<file path="config.mk">
export PLATFORM = sky130hd
export DESIGN_NAME = lvds_tx_arbiter
export DESIGN_NICKNAME = d
export VERILOG_FILES = /design/src/rtl/lvds_arb_pkg.sv /design/src/rtl/lvds_word_fifo.sv /design/src/rtl/lvds_tx_arbiter.sv
export SDC_FILE = /design/constraint.sdc
export NUM_CORES = 1
export LEC_CHECK = 0
export CELL_PAD_IN_SITES_DETAIL_PLACEMENT = 0
export CELL_PAD_IN_SITES_GLOBAL_PLACEMENT = 1
export CORE_MARGIN = 1
export CORE_UTILIZATION = 48
export DETAILED_ROUTE_END_ITERATION = 10
export PLACE_DENSITY = 0.85
export SYNTH_ARGS = -nofsm -noshare
export SYNTH_HDL_FRONTEND = slang
export SYNTH_HIERARCHICAL = 1
export SYNTH_SLANG_ARGS = --single-unit
</file>
<file path="constraint.sdc">
create_clock -name tx_inclock -period 4.5 [get_ports tx_inclock]
set_clock_uncertainty 0.15 [all_clocks]
set_input_delay 1.125 -clock tx_inclock [delete_from_list [all_inputs] [get_ports tx_inclock]]
set_output_delay 1.125 -clock tx_inclock [all_outputs]
set_load 0.01 [all_outputs]
</file>
<file path="src/rtl/lvds_arb_pkg.sv">
// Shared definitions for the two-client LVDS word arbiter.
package lvds_arb_pkg;

  typedef enum logic [1:0] {
    DOWN  = 2'd0,
    RUN   = 2'd1,
    DRAIN = 2'd2
  } arb_state_t;

  localparam logic CLIENT0 = 1'b0;
  localparam logic CLIENT1 = 1'b1;

endpackage

</file>
<file path="src/rtl/lvds_word_fifo.sv">
// Synchronous 32-bit word FIFO with occupancy counter.
// A push on a full FIFO is taken only when a pop happens at the same edge,
// so occupancy stays at DEPTH and order is preserved.
module lvds_word_fifo #(
  parameter int DEPTH = 4
) (
  input  logic        clk,
  input  logic        reset,
  input  logic        push,
  input  logic [31:0] push_data,
  input  logic        pop,
  output logic [31:0] head,
  output logic        full,
  output logic        empty,
  output logic        empty_next
);

  localparam int AW = (DEPTH > 1) ? $clog2(DEPTH) : 1;
  localparam int CW = AW + 1;

  logic [31:0]   mem [DEPTH];
  logic [AW-1:0] wr_ptr;
  logic [AW-1:0] rd_ptr;
  logic [CW-1:0] count;
  logic [CW-1:0] count_next;
  logic          do_push;
  logic          do_pop;

  assign full       = (count == CW'(DEPTH));
  assign empty      = (count == '0);
  assign do_pop     = pop && !empty;
  assign do_push    = push && (!full || do_pop);
  assign count_next = count + CW'(do_push) - CW'(do_pop);
  assign empty_next = (count_next == '0);
  assign head       = mem[rd_ptr];

  // Pointer and occupancy update; pointers wrap naturally because DEPTH is a power of two.
  always_ff @(posedge clk) begin
    if (reset) begin
      wr_ptr <= '0;
      rd_ptr <= '0;
      count  <= '0;
    end else begin
      if (do_push) wr_ptr <= wr_ptr + AW'(1);
      if (do_pop)  rd_ptr <= rd_ptr + AW'(1);
      count <= count_next;
    end
  end

  // Storage write; contents need no reset since the pointers define validity.
  always_ff @(posedge clk) begin
    if (do_push) mem[wr_ptr] <= push_data;
  end

endmodule

</file>
<file path="src/rtl/lvds_tx_arbiter.sv">
// Two-client round-robin arbiter feeding the LVDS transmit word port,
// with link-state tracking, drain control and per-client sent counters.
module lvds_tx_arbiter
  import lvds_arb_pkg::*;
#(
  parameter int DEPTH = 4,
  parameter int CNT_W = 16
) (
  input  logic             tx_inclock,
  input  logic             reset,
  input  logic             link_up,
  input  logic [31:0]      c0_enq_put,
  input  logic             EN_c0_enq_put,
  output logic             RDY_c0_enq_put,
  input  logic [31:0]      c1_enq_put,
  input  logic             EN_c1_enq_put,
  output logic             RDY_c1_enq_put,
  output logic [31:0]      enq_tx_put,
  output logic             EN_enq_tx_put,
  input  logic             RDY_enq_tx_put,
  input  logic             drain_req,
  output logic             drain_done,
  output logic [CNT_W-1:0] c0_sent,
  output logic [CNT_W-1:0] c1_sent
);

  arb_state_t  state;
  arb_state_t  state_d;
  logic        last_grant;
  logic        grant;
  logic        intake_open;
  logic        forward_open;
  logic        push0, push1;
  logic        pop0, pop1;
  logic [31:0] head0, head1;
  logic        full0, full1;
  logic        empty0, empty1;
  logic        empty_next0, empty_next1;

  lvds_word_fifo #(.DEPTH(DEPTH)) u_fifo0 (
    .clk        (tx_inclock),
    .reset      (reset),
    .push       (push0),
    .push_data  (c0_enq_put),
    .pop        (pop0),
    .head       (head0),
    .full       (full0),
    .empty      (empty0),
    .empty_next (empty_next0)
  );

  lvds_word_fifo #(.DEPTH(DEPTH)) u_fifo1 (
    .clk        (tx_inclock),
    .reset      (reset),
    .push       (push1),
    .push_data  (c1_enq_put),
    .pop        (pop1),
    .head       (head1),
    .full       (full1),
    .empty      (empty1),
    .empty_next (empty_next1)
  );

  assign intake_open    = (state == RUN) || (state == DOWN);
  assign forward_open   = (state == RUN) || (state == DRAIN);
  assign RDY_c0_enq_put = intake_open && !full0;
  assign RDY_c1_enq_put = intake_open && !full1;
  assign push0          = EN_c0_enq_put && RDY_c0_enq_put;
  assign push1          = EN_c1_enq_put && RDY_c1_enq_put;

  // The reset gate keeps a mid-operation reset from strobing the link in its own cycle.
  assign EN_enq_tx_put  = !reset && RDY_enq_tx_put && forward_open && (!empty0 || !empty1);
  assign pop0           = EN_enq_tx_put && (grant == CLIENT0);
  assign pop1           = EN_enq_tx_put && (grant == CLIENT1);
  assign enq_tx_put     = !EN_enq_tx_put ? 32'h0 : ((grant == CLIENT0) ? head0 : head1);

  // Grant selection: a lone non-empty FIFO wins, a tie goes to the client not granted last.
  always_comb begin
    grant = CLIENT0;
    if (empty0)      grant = CLIENT1;
    else if (empty1) grant = CLIENT0;
    else             grant = (last_grant == CLIENT1) ? CLIENT0 : CLIENT1;
  end

  // Next-state logic; losing the link overrides every other transition.
  always_comb begin
    state_d = state;
    if (!link_up) begin
      state_d = DOWN;
    end else begin
      case (state)
        DOWN:    state_d = RUN;
        RUN:     if (drain_req) state_d = DRAIN;
        DRAIN:   if (!drain_req && empty0 && empty1) state_d = RUN;
        default: state_d = DOWN;
      endcase
    end
  end

  // State register.
  always_ff @(posedge tx_inclock) begin
    if (reset) state <= DOWN;
    else       state <= state_d;
  end

  // Grant history, saturating counters and the drain-complete flag.
  always_ff @(posedge tx_inclock) begin
    if (reset) begin
      last_grant <= CLIENT1;
      c0_sent    <= '0;
      c1_sent    <= '0;
      drain_done <= 1'b0;
    end else begin
      if (EN_enq_tx_put) last_grant <= grant;
      if (pop0 && (c0_sent != {CNT_W{1'b1}})) c0_sent <= c0_sent + CNT_W'(1);
      if (pop1 && (c1_sent != {CNT_W{1'b1}})) c1_sent <= c1_sent + CNT_W'(1);
      drain_done <= (state_d == DRAIN) && empty_next0 && empty_next1;
    end
  end

endmodule

</file>
==> flow_summary_export.csv <==
group,metric,value,unit
run_status,outcome,"completed",
synth,synth.net_count,785,
timing,setup_viol,0,
route,viasPerCell,5.83,
cells_and_area,drive_above_1_share,19.2,%
cts,cts.sinks,310,
synth,synth-seq-cells,310,
synth,synthCells,696,
synth,synthArstFlopShare,0,%
floorplan,start_util,49.3,%
cts,cts_buffers,34,
timing,slew_viol_final,0,
pwr,power_density,469,nW/µm²
setup_path,cp.required,3220,ps
synth,synthesis.area,12500,µm²
route,drcViolationCount,0,
timing,relSlewSlack,33.6,%
placed_design,dpl_cell_area,14500,µm²
synth,ys_seq_area_share,70.2,%
cts,hold_buffers,0,
cts,h-tree-depth,2,
route,dr.pass1.iters,5,
placed_design,portBuffers,138,
timing,grt_setup_unrepaired,"no",
global_routing,grt.busiest_layer,"met2",
run,max_cap_viol_count,0,
synth,syn_area_per_cell,17.9,µm²
floorplan,fp.dieW,163,µm
synth,synth_flop_cell,"edfxtp_1",
cts,root_buffer,"clkbuf_16",
synth,ys_types,62,
timing,fin_crit_sh,97.9,%
cts,cts_tree,"yes",
global_routing,grt_overflow_total,0,
global_routing,grt.total_usage,21.1,%
setup_path,end_kind,"output port",
global_routing,grt_pass1_vias,7157,
route,drt_wl_total,27400,µm
cells_and_area,stdcell_count,1230,
pwr,ir_drop,0.381,mV
cells_and_area,nNetsFinal,961,
synth,synth_edf_count,256,
route,wire_per_inst,22.2,µm
floorplan,die_area,26700,µm²
placed_design,dp_slack,3.75,ps
timing,layout_setup_ws,93.7,ps
floorplan,std_cell_rows,58,
setup_path,rrSetupSlack,850,ps
pwr,power.total,7.30,mW
placed_design,dp_hpwl,17600,µm
global_routing,grt_first_pass_wirelength,41900,µm
floorplan,die_h,163,µm
setup_path,cp-start-kind,"primary input",
synth,yosysWarnings,6,
route,drtIter0Drc,687,
global_routing,grt_max_degree,55,
setup_path,critPathMaxFanout,7,
placed_design,place.gp.congestion,0.834,
timing,tightest_slew,987,ps
route,final_antenna_net_count,0,
route,routed-via-count,7168,
timing,hold_viol,0,
global_routing,antenna_found_initial,2,
cells_and_area,area_delta_synth_final,24.8,%
setup_path,crit_arrival,3130,ps
cts,cts.clk_slew.worst_paths,50,ps
min_path,hold_path_class,"flop to flop",
timing,fin_crit,4410,ps
setup_path,crit_type,"primary input to output port",
timing,fmax,227,MHz
global_routing,grt_util_met2,33.9,%
global_routing,use_met3,5.10,%
pwr,p_leak,5.05,nW
floorplan,ios,139,
floorplan,core,25300,µm²
timing,fin_tns_setup,0,ps
placed_design,place_inst,1165,
cells_and_area,design_area,15600,µm²
cts,clock_latency,510,ps
cts,cts.path.max_buffers,3,
global_routing,grtUsageMet1,28.5,%
-- cells in the mapped netlist, drive strengths merged (2+ instances only) --
cell type	count	area [µm²]
a211oi	2	15.0
a21boi	2	30.0
a21o	2	16.3
a21oi	27	135
a22o	32	280
and2	11	73.8
and2b	4	30.0
and3	3	18.8
and4	3	26.3
buf	19	141
clkbuf	8	30.0
clkinv	2	7.51
dfxtp	54	1080
edfxtp	256	7690
fa	2	40.0
ha	16	200
inv	14	52.6
mux2	7	86.3
mux2i	3	30.0
mux4	64	1440
nand2	10	37.5
nand2b	5	31.3
nand3	12	60.1
nand3b	3	35.0
nand4	11	68.8
nor2	25	93.8
nor2b	6	37.5
nor3	6	30.0
nor3b	4	46.3
nor4	13	81.3
o21ai	7	35.0
o311ai	4	35.0
o31ai	16	125
or3	7	43.8
or4	15	116
xnor2	4	35.0
xor2	4	35.0
-- metal layers --
metal / routed length, µm / vias up
li1: - / 3229
met1: 11400 / 3612
met2: 13300 / 283
met3: 2080 / 44
met4: 547 / 0
met5: 0 / -
-- worst paths after layout --
path                          from            end  depth (start not counted)
setup / recovery             reset  enq_tx_put[0]                          7
hold / removal         c0_sent[14]    c0_sent[14]                          2
setup reg to reg  u_fifo0/count[1]     drain_done                         15
hold reg to reg        c0_sent[14]    c0_sent[14]                          2
-- metrics by stage --
| step | utilization [%] | hold slack, ps |
|---|---|---|
| 2_1_floorplan | - | 332 |
| 3_3_place_gp | 57.2 | 331 |
| 3_5_place_dp | 57.2 | 345 |
| 4_1_cts | 61.5 | 354 |
| 5_1_grt | 61.5 | 386 |
| 6_report | 61.5 | 347 |
-- kinds of logic (layout without fill, tap and decap cells) --
logic type                 count (synthesis)  after routing  share of synthesized area (%)
xor gates and xnor gates                   8              8                          0.561
other                                      0              2                              0
muxes                                     74             74                           12.5
and+or+nand+nor                          141            141                           6.88
AOI/OAI and AO/OA                        102            102                           6.07
buffers and inverters                     43            245                           1.85
DFF                                      310            310                           70.2
adders and majority gates                 18             18                           1.92
-- final cells by class --
type | instances | area (µm²)
diodes | 2 | 5.00
clock buffers | 42 | 902
clock inverters | 20 | 143
fillers | 1813 | 9750
inverters | 16 | 65.1
multi-input cells | 343 | 3490
flip-flops and latches | 310 | 8770
well taps | 330 | 413
repair buffers | 167 | 1790
-- critical path, stage by stage --
cell,delay (ps)
clkdlybuf4s50_1,430
nand3b_4,170
or3_4,400
clkinv_4,100
buf_4,180
a22o_1,170
clkdlybuf4s50_1,550
-- layout by cell type, fill, tap and decap left out, types with 5 or more instances in the layout --
cell,synthesis,routed
or4_1,14,14
nand4_1,11,11
buf_4,0,15
inv_1,14,14
o21ai_0,7,7
clkinv_2,0,7
nand2b_1,5,5
or3_1,7,6
and2_2,4,8
nand3_1,12,12
mux2_2,5,5
buf_12,0,13
clkdlybuf4s50_1,0,135
edfxtp_1,256,256
a22o_1,32,32
nand2_1,10,10
dfxtp_1,54,50
mux4_2,64,64
nor3_1,6,6
nor4_1,13,13
clkinv_1,2,9
clkbuf_16,0,35
a21oi_1,27,27
clkbuf_1,8,7
ha_1,16,16
nor2b_1,6,6
nor2_1,25,25
o31ai_1,15,15
-- repair_timing --
item,in CTS,in global routing
resized for setup,4,3
buffers inserted,0,0
endpoints found under the setup margin,9,6
cloned,1,0
-- registers in the layout (all words and copies together) (netlist names), named ones only --
name and cells:
c0_sent 16, c1_sent 16, drain_done 1, last_grant 1, state 2, u_fifo0/count 3
u_fifo0/mem 128, u_fifo0/rd_ptr 2, u_fifo0/wr_ptr 2, u_fifo1/count 3, u_fifo1/mem 128, u_fifo1/rd_ptr 2
u_fifo1/wr_ptr 2
-- power by group --
group	leakage (nW)	internal, mW	switching (mW)
logic	1.76	0.525	0.588
registers	2.78	3.50	0.125
clock network	0.508	1.49	1.07
total	5.05	5.51	1.79
Power figures use the tool's default switching activity.
